$ cat config.mk
export PLATFORM = sky130hd
export DESIGN_NAME = fibonacci_circuit
export DESIGN_NICKNAME = d
export VERILOG_FILES = /design/src/rtl/fibonacci_circuit.sv
export SDC_FILE = /design/constraint.sdc
export NUM_CORES = 1
export LEC_CHECK = 0
export BUFFER_PORTS_ARGS = -buffer_cell sky130_fd_sc_hd__buf_2
export CORE_MARGIN = 4
export CORE_UTILIZATION = 61
export CTS_CLUSTER_SIZE = 24
export DETAILED_ROUTE_END_ITERATION = 12
export MAX_ROUTING_LAYER = met4
export PLACE_DENSITY = 0.82
export SLEW_MARGIN = 20
export SYNTH_ARGS = -nofsm -noshare
export SYNTH_HDL_FRONTEND = slang
export SYNTH_SLANG_ARGS = --single-unit
$ cat constraint.sdc
create_clock -name clk_i -period 6.25 [get_ports clk_i]
set_clock_uncertainty 0.05 [all_clocks]
set_input_delay 0.625 -clock clk_i [delete_from_list [all_inputs] [get_ports clk_i]]
set_output_delay 0.625 -clock clk_i [all_outputs]
set_load 0.01 [all_outputs]
$ cat src/rtl/fibonacci_circuit.sv
// fibonacci_circuit: iterative F(i) calculator, one add per clock, ready/start/done_tick handshake.
// Define FIBO_SAT_EN to saturate the add at all-ones instead of wrapping.
module fibonacci_circuit #(
    parameter int N_W = 5,
    parameter int F_W = 20
) (
    input  logic           clk_i,
    input  logic           rst_i,
    input  logic           start_i,
    input  logic [N_W-1:0] i_i,
    output logic           ready_o,
    output logic           done_tick_o,
    output logic [F_W-1:0] f_o
);
    localparam logic [1:0] IDLE = 2'd0;
    localparam logic [1:0] OP   = 2'd1;
    localparam logic [1:0] DONE = 2'd2;

    logic [1:0]     state_reg, state_next;
    logic [F_W-1:0] t0_reg, t0_next, t1_reg, t1_next, add_res;
    logic [N_W-1:0] n_reg, n_next;

`ifdef FIBO_SAT_EN
    logic [F_W:0] sum;
    // Once t1 is all-ones every later add carries out again, so saturation stays sticky.
    assign sum     = {1'b0, t1_reg} + {1'b0, t0_reg};
    assign add_res = sum[F_W] ? {F_W{1'b1}} : sum[F_W-1:0];
`else
    assign add_res = t1_reg + t0_reg;
`endif

    always_ff @(posedge clk_i or negedge rst_i) begin
        if (!rst_i) begin
            state_reg <= IDLE;
            t0_reg    <= '0;
            t1_reg    <= '0;
            n_reg     <= '0;
        end else begin
            state_reg <= state_next;
            t0_reg    <= t0_next;
            t1_reg    <= t1_next;
            n_reg     <= n_next;
        end
    end

    always_comb begin
        state_next = state_reg;
        t0_next    = t0_reg;
        t1_next    = t1_reg;
        n_next     = n_reg;
        if (state_reg == IDLE) begin
            if (start_i) begin
                t0_next    = '0;
                t1_next    = {{(F_W-1){1'b0}}, 1'b1};
                n_next     = i_i;
                state_next = OP;
            end
        end else if (state_reg == OP) begin
            if (n_reg == '0) begin
                t1_next    = '0;
                state_next = DONE;
            end else if (n_reg == {{(N_W-1){1'b0}}, 1'b1}) begin
                state_next = DONE;
            end else begin
                t1_next = add_res;
                t0_next = t1_reg;
                n_next  = n_reg - 1'b1;
            end
        end else begin
            state_next = IDLE;
        end
    end

    assign ready_o     = (state_reg == IDLE);
    assign done_tick_o = (state_reg == DONE);
    assign f_o         = t1_reg;
endmodule

# After elaboration in Yosys (flattened, before gate mapping)
# Cells that the tools add are included.
# totals
regBits	47
output_inout_bits	22
rom_bits	0
latchBits	0
inputBits	8
memories	0
mem_bits_rw	0
wordCells	40
# op_classes
addsub	2
mux	20
div_mod_pow	0
mul	0
n_shift	0
n_bitwise	0
reduce_logical	6
n_lt_le_gt_ge	0
n_eq_ne	8
# ops
operator	n
20-bit two-way mux	10
5-bit two-way mux	5
20-bit adder	1
2-bit two-way mux	5
2-bit != test, second input constant	3
5-bit by 1-bit equality test with 1-bit output, second input constant	1
5-bit zero test	1
5-bit by 1-bit subtractor with 5-bit output, second input constant	1
4-bit by 2-bit != test with 1-bit output, second input constant	1
4-bit AND reduction	1
3-bit != test, second input constant	1
3-bit AND reduction	1
2-bit by 1-bit equality test with 1-bit output, second input constant	1
2-bit equality test, second input constant	1
2-bit zero test	1
2-bit AND reduction	1
2-bit nonzero test	1

# Longest topological paths before layout
# Gate-level depths: netlist (run 1).
# logic_depth
ltp_word	5
mapped_depth	9
ltp_nobuf	9

# Least setup slack after synthesis (run 1)
# No wires, ideal clock.
# synth_timing
path_type	reg2reg
startpoint	register t1_reg[0] (netlist: f_o[0])
endpoint	register t1_reg[18] (netlist: f_o[18])
stages_incl_launch_ff	10
path_buffers	0
setup_time_ns	0.121
period_less_slack_ns	2.284
slack_ns	3.966
t_arrival_ns	2.113
path_cell_list	dfrtp_1 ha_1 fa_1 a21oi_1 o21a_1 o21ai_2 a211oi_2 o21ai_2 xor2_1 a22o_1
# synth_between
elab_chain_len	5
# synth_lines
item	line	text
start: declaration	20	logic [F_W-1:0] t0_reg, t0_next, t1_reg, t1_next, add_res;
start signal: assignment	41	t1_reg <= t1_next;
20-bit adder	29	assign add_res = t1_reg + t0_reg;
20-bit two-way mux	62	end else if (n_reg == {{(N_W-1){1'b0}}, 1'b1}) begin
20-bit two-way mux	59	if (n_reg == '0) begin
20-bit two-way mux	58	end else if (state_reg == OP) begin
20-bit two-way mux	51	if (state_reg == IDLE) begin
# No other way between the ends. The select of a mux whose other input is x is not followed.
# A chain may end at the register's enable or synchronous reset.

# Worst setup path in the final report (run 1)
# layout_timing
startpoint	register n_reg[1]
endpoint	register n_reg[0]
# layout_between
elab_chain_len	3
word_cells_on_any_way	5
classes_between	eq/ne (3); reduce/logical (2)
# layout_lines
item	line	text
start: declaration	21	logic [N_W-1:0] n_reg, n_next;
start signal: assignment	42	n_reg <= n_next;
5-bit by 1-bit equality test with 1-bit output or 5-bit zero test (tied branches)	62, 59	
2-bit != test (no source line)	n/a	
4-bit AND reduction (no source line) *	n/a	
# Every way passes the cells marked *; elsewhere a longest branch is shown, timed or not.

==> results of run 1 <==
## cell type report
type                       instances  area [um^2]  area share
tap                               52         65.1      0.0209
clock inverter                     1         5.00     0.00161
timing repair buffer              30          155      0.0499
multi-input combinational        205         1600       0.515
clock buffer                       7         76.3      0.0245
sequential                        47         1180       0.378
inverter                           8         30.0     0.00965
## power by group through the flow
stage                     registers, uW  logic [uW]  clock network [uW]
after global placement              515         937                   0
after CTS                           514         962                 182
after floorplan                     522         773                   0
after global routing                532        1070                 197
after detailed placement            518         955                   0
final                               514         961                 177
## metal layers
| metal | share of wire | up-vias |
|---|---|---|
| met3 | 0.036 | 7 |
| met4 | 0.017 | 0 |
| met2 | 0.47 | 54 |
| li1 | - | 1075 |
| met1 | 0.48 | 1061 |
| met5 | 0 | - |
## worst min-delay path by stage
| stage | from | end | slack (ps) |
|---|---|---|---|
| 6_report | rst_i | f_o[2]$_DFFE_PN0P_ | 270 |
| 5_1_grt | rst_i | t0_reg[7]$_DFFE_PN0P_ | 300 |
| 4_1_cts | state_reg[1]$_DFFE_PN0P_ | state_reg[1]$_DFFE_PN0P_ | 440 |
| 3_5_place_dp | state_reg[1]$_DFFE_PN0P_ | state_reg[1]$_DFFE_PN0P_ | 430 |
| 3_3_place_gp | t0_reg[0]$_DFFE_PN0P_ | t0_reg[0]$_DFFE_PN0P_ | 440 |
| 2_1_floorplan | rst_i | f_o[0]$_DFFE_PN0P_ | 280 |
## kinds of logic (layout without fill, tap and decap cells)
family,after synthesis,count (layout)
compound gates,103,103
simple gates,62,62
flops,47,47
buf+inv,24,46
fa+ha+maj,22,22
xor+xnor,17,17
mux,1,1
## cells in the final DEF (no fill, tap or decap), drive strengths merged, types with 2 or more instances in the layout
cell / instances
dfrtp: 47
a22o: 38
buf: 30
a21oi: 24
nand2: 22
ha: 21
o21ai: 17
nor2: 12
xor2: 10
nand3: 10
inv: 8
xnor2: 7
clkbuf: 7
a21o: 5
nand4b: 3
nand4: 3
nor3: 3
and3: 2
a22oi: 2
a31o: 2
a31oi: 2
a21boi: 2
## cells in the mapped netlist, types with 4 or more instances
cell,number
dfrtp_1,47
a22o_1,38
nand2_1,22
ha_1,21
a21oi_1,16
nor2_1,12
xor2_1,10
nand3_1,9
o21ai_0,8
clkbuf_1,7
xnor2_1,7
buf_2,6
inv_1,6
o21ai_1,6
a21o_1,5
a21oi_2,4
a21oi_4,4
## per-stage QoR
step,hold slack (ps),util,cell area [um^2],instances
after floorplan,279,-,2900,276
after global placement,438,0.676,3030,342
after detailed placement,432,0.676,3030,342
after CTS,440,0.695,3110,350
after global routing,300,0.695,3110,350
final,265,0.695,3110,350
==> results.yml, run 1 <==
outcome:
  status: "finished, final reports clean"
yosys:
  synth_top_family_by_area: "compound AO/OA/AOI/OAI gates"
  synth_area_um2: 2900
  yosys_warnings: 0
  synth.area.top_cells: "dfrtp_1 (41%), a22o_1 (11%), ha_1 (9.1%), xor2_1 (3.0%), nand2_1 (2.8%)"
  muxShareOfSynthArea: 0.00345
  synth-compound-area-share: 0.291
  synth_edf_count: 0
  synth-seq-cells: 47
  synthArstFlopShare: 1.00
  synth_flop_cell: "dfrtp_1"
  yosys.area.top_type_share: 0.406
  ys_types: 53
  synthSimpleGateAreaFrac: 0.109
  synthXorXnorAreaFrac: 0.0514
  ys_seq_area_frac: 0.406
  yosys.area.top_type: "dfrtp_1"
  synth_fa_ha_area_frac: 0.0975
  syn_nets: 306
  syn_inst: 276
  postSynthAreaPerCell_um2: 10.5
setup_path:
  crit_fanout: 46
  crit_arrival_ps: 2640
  crit_slowest_cell: "a21oi_4"
  ff2ff_path_depth: 9
  crit_end: "n_reg[0]$_DFFE_PN0P_"
  crit_family: "compound AO/OA/AOI/OAI gates"
  cp_num_buf_inv: 3
  setup.worst_path.end_class: "flip-flop"
  cp_cell_sequence: "inv_1, ha_1, o21ai_1, and3b_1, buf_4, a21oi_4, inv_2, o21ai_1, nor2_1"
  critPathLaunchType: "flip-flop"
  r2r_start: "n_reg[1]$_DFFE_PN0P_"
  timing.rr.end: "n_reg[0]$_DFFE_PN0P_"
  critical_path.startpoint: "n_reg[1]$_DFFE_PN0P_"
  cp_slowest_stage_delay_ps: 660
  path_class: "flip-flop to flip-flop"
  critPathMostFrequentCell: "o21ai_1"
  reg2reg_slack_ps: 3750
  crit_cells: 9
  required_ps: 6390
sta:
  timing.fmax_mhz: 400
  tns_ps: 0
  worst_slack_ps: 3750
  slew_viol_final: 0
  setup_viol: 0
  worstMarginPinSlew_ps: 790
  relSlewSlack: 0.472
  rsz0062_at_grt: "false"
  period_needed_ps: 2500
  hold_viol_final: 0
  timing.final.crit_share: 0.400
routing:
  drt_iter0_drc: 99
  drc: 0
  vias: 2197
  routed_via_density: 6.28
  wl_per_cell_um: 15.8
  first_pass_iters: 4
  wirelength_um: 5540
  antenna_left: 0
finish:
  antenna_cells: 0
  n_fill_cell: 348
  area_growth_pct: 7.29
  drive_gt1_frac: 0.191
  final_nets: 327
die:
  die_area_um2: 5920
  io_pins: 30
  initial_core_util: 0.648
  fp.coreArea_um2: 4470
  die_h_um: 76.9
  die_x_um: 76.9
  num_rows: 24
cts:
  clk-insertion-delay-late_ps: 300
  ctsRootBufferMaster: "clkbuf_8"
  hold_buffers: 0
  cts_setup_buffers: 0
  htree_levels: 2
  cts_tree: "built"
  numCtsBuffers: 5
  cts.sink_count: 47
  clockBufferDepth: 2
  cts_resized: 0
  path_clk_slew_ps: 80
power_and_ir_drop:
  intPower_uw: 900
  clockPowerShare: 0.107
  power_density_nw_per_um2: 531
  comb_power_share: 0.582
  p_seq_frac: 0.311
  power_switching_uw: 752
  switching_share: 0.455
  p_leak_uw: 0.00153
  peakVddDrop_v: 0.000318
  total_power_uw: 1650
grt:
  antenna_found_initial: 0
  grt_pass1_wl_um: 9740
  gr-total-overflow: 0
  use_met3: 0.0386
  grt_pass1_vias: 2152
  grt_max_degree: 48
  grtUsageTotal: 0.208
  busiest_layer: "met2"
  grtUsageMet1: 0.262
  met2_usage: 0.333
placement:
  place_congestion: 0.861
  place_hpwl_um: 3850
  pre_cts_ws_ps: 3810
  io_buffers: 29
flow_run:
  drv_cap: 0
min_path:
  hp-class: "input pin to asynchronous set/reset pin"
(Power assumes the default switching activity.)
==> run 2, diff against run 1 <==
--- a/config.mk
+++ b/config.mk
@@ -5,13 +5,14 @@
 export SDC_FILE = /design/constraint.sdc
 export NUM_CORES = 1
 export LEC_CHECK = 0
+export ABC_AREA = 1
 export BUFFER_PORTS_ARGS = -buffer_cell sky130_fd_sc_hd__buf_2
 export CORE_MARGIN = 4
-export CORE_UTILIZATION = 61
+export CORE_UTILIZATION = 54
 export CTS_CLUSTER_SIZE = 24
 export DETAILED_ROUTE_END_ITERATION = 12
 export MAX_ROUTING_LAYER = met4
-export PLACE_DENSITY = 0.82
+export PLACE_DENSITY = 0.77
 export SLEW_MARGIN = 20
 export SYNTH_ARGS = -nofsm -noshare
 export SYNTH_HDL_FRONTEND = slang
==> constraint.sdc (replaced) <==
create_clock -name clk_i -period 2.06 [get_ports clk_i]
set_clock_uncertainty 0.05 [all_clocks]
set_input_delay 0.206 -clock clk_i [delete_from_list [all_inputs] [get_ports clk_i]]
set_output_delay 0.206 -clock clk_i [all_outputs]
set_load 0.01 [all_outputs]
==> results.yml, run 2 <==
die:
  fp.coreArea_um2: 5540
  die_x_um: 83.9
  die_h_um: 83.9
  num_rows: 27
  io_pins: 30
  initial_core_util: 0.562
  die_area_um2: 7040
finish:
  n_fill_cell: 507
  mostFrequentLayoutCells: "nand2_1 (146), inv_1 (47), dfrtp_1 (47)"
  fin_area_um2: 3410
  final_util: 0.616
  final_nets: 492
  multi_input_area_um2: 1690
  regArea_um2: 1180
  area_growth_pct: 9.69
  antenna_cells: 0
  layout_commonest_cell: "nand2_1"
  drive_gt1_frac: 0.117
cts:
  clk-insertion-delay-late_ps: 300
  numCtsBuffers: 5
  htree_levels: 2
  clockBufferDepth: 2
  ctsRootBufferMaster: "clkbuf_8"
  cts.sink_count: 47
  cts_tree: "built"
  path_clk_slew_ps: 80
grt:
  antenna_found_initial: 0
  gr-total-overflow: 0
  grtUsageTotal: 0.217
  grt_pass1_vias: 2779
  grt_pass1_wl_um: 12400
  grt_max_degree: 48
yosys:
  synthArstFlopShare: 1.00
  syn_nets: 459
  synth_area_um2: 3110
  ys_seq_area_frac: 0.378
  postSynthAreaPerCell_um2: 7.25
  yosys_warnings: 0
  yosys.area.top_type_share: 0.378
  synth_most_common_cell: "nand2_1"
  syn_inst: 429
  synth_commonest_cells: "nand2_1 (146), dfrtp_1 (47), inv_1 (47), nand3_1 (47), nor2_1 (31)"
  yosys.area.top_type: "dfrtp_1"
  synth.area.top_cells: "dfrtp_1 (38%), nand2_1 (18%), ha_1 (8.4%), nand3_1 (7.6%), inv_1 (5.7%)"
  ys_types: 31
  synth_edf_count: 0
  synth_flop_cell: "dfrtp_1"
  synth-seq-cells: 47
routing:
  routed_via_density: 5.32
  wl_per_cell_um: 13.2
  first_pass_iters: 4
  vias: 2837
  antenna_left: 0
  drc: 0
  drt_iter0_drc: 202
  wirelength_um: 7060
placement:
  place_congestion: 0.974
  place_hpwl_um: 5350
  dpl_cell_area_um2: 3310
  io_buffers: 29
  pre_cts_ws_ps: 46.6
sta:
  setup_viol: 0
  worst_slack_ps: 148
  slew_viol_final: 0
  rsz0062_at_grt: "true"
  worstMarginPinSlew_ps: 604
  timing.final.crit_share: 0.928
  hold_viol_final: 0
  relSlewSlack: 0.597
  period_needed_ps: 1910
  timing.fmax_mhz: 523
power_and_ir_drop:
  peakVddDrop_v: 0.000908
  p_leak_uw: 0.00191
  power_density_nw_per_um2: 1310
  comb_power_share: 0.531
  switching_share: 0.465
  intPower_uw: 2390
  power_switching_uw: 2080
  p_seq_frac: 0.354
  clockPowerShare: 0.116
outcome:
  status: "finished, final reports clean"
setup_path:
  setup.worst_path.end_class: "flip-flop"
  critPathLaunchType: "flip-flop"
  required_ps: 2210
  crit_arrival_ps: 2060
  path_class: "flip-flop to flip-flop"
  crit_fanout: 4
min_path:
  hp-class: "input pin to flip-flop"
flow_run:
  drv_cap: 0
-- run 2: cell count changes in the layout (fill, tap and decap cells not counted), moves of 8 or more --
cell	previous run	this run
inv_1	6	47
o22ai_1	0	8
nand2_1	22	146
xor2_1	10	1
a22o_1	38	0
nor2_1	12	31
nand3_1	9	46
-- run 2: metal layers --
layer	wire length, um	up-vias	GRT usage
li1	-	1455	-
met4	85	0	0.0468
met2	3250	65	0.351
met1	3350	1308	0.288
met5	0	-	-
met3	381	9	0.0385
-- run 2: final cells by class --
class | instances | area share
multi-input cells | 323 | 0.496
flip-flops and latches | 47 | 0.345
repair buffers | 35 | 0.0565
inverters | 50 | 0.0550
well taps | 72 | 0.0264
clock buffers | 6 | 0.0213
-- run 2: through the flow --
stage | TNS [ps] | power, uW | cells | hold WS [ps]
final | 0 | 4470 | 533 | 114
after global routing | -58.0 | 4920 | 533 | 131
after CTS | 0 | 4460 | 533 | 105
after detailed placement | 0 | 3930 | 526 | 291
after global placement | 0 | 3840 | 526 | 283
after floorplan | 0 | 3350 | 429 | -140
-- run 2: logic make-up (layout without fill, tap and decap cells) --
logic type | after synthesis | in the layout | share of synthesized area
xor+xnor | 7 | 7 | 0.0197
flops | 47 | 47 | 0.378
fa+ha+maj | 22 | 22 | 0.0909
compound gates | 50 | 50 | 0.0913
buf+inv | 59 | 91 | 0.0848
simple gates | 244 | 244 | 0.335
-- run 2: repair_timing --
item | CTS | global route
resized for setup | 0 | 5
hold endpoints to repair | 47 | 0
endpoints found under the setup margin | 0 | 7
buffers inserted | 0 | 0
hold buffers | 1 | 0
-- run 2: worst max-delay path: stages, from the launching register on --
cell	delay, ps
dfrtp_1	410
ha_1	260
fa_2	380
nand3_1	100
nand3_2	100
nand2_1	70
nand2_1	110
nand2_1	110
nand3b_1	80
nand3_1	90
nand2_1	50
-- run 2: power groups by stage --
stage | combinational [uW] | clock, uW | sequential [uW]
detailed placement | 2360 | 0 | 1580
CTS | 2370 | 532 | 1560
global route | 2720 | 570 | 1630
floorplan | 1780 | 0 | 1570
finish | 2370 | 516 | 1580
global placement | 2280 | 0 | 1560
-- run 2: path summary, 6_finish.rpt --
kind	from	end	slack [ps]	cells after the start
hold reg to reg	t0_reg[6]$_DFFE_PN0P_	t0_reg[6]$_DFFE_PN0P_	480	2
max in group asynchronous	rst_i	t0_reg[19]$_DFFE_PN0P_	1070	3
setup / recovery	f_o[0]$_DFFE_PN0P_	f_o[12]$_DFFE_PN0P_	150	10
setup reg to reg	f_o[0]$_DFFE_PN0P_	f_o[12]$_DFFE_PN0P_	150	10
min in group asynchronous	rst_i	f_o[3]$_DFFE_PN0P_	480	3
hold / removal	i_i[3]	n_reg[3]$_DFFE_PN0P_	110	3
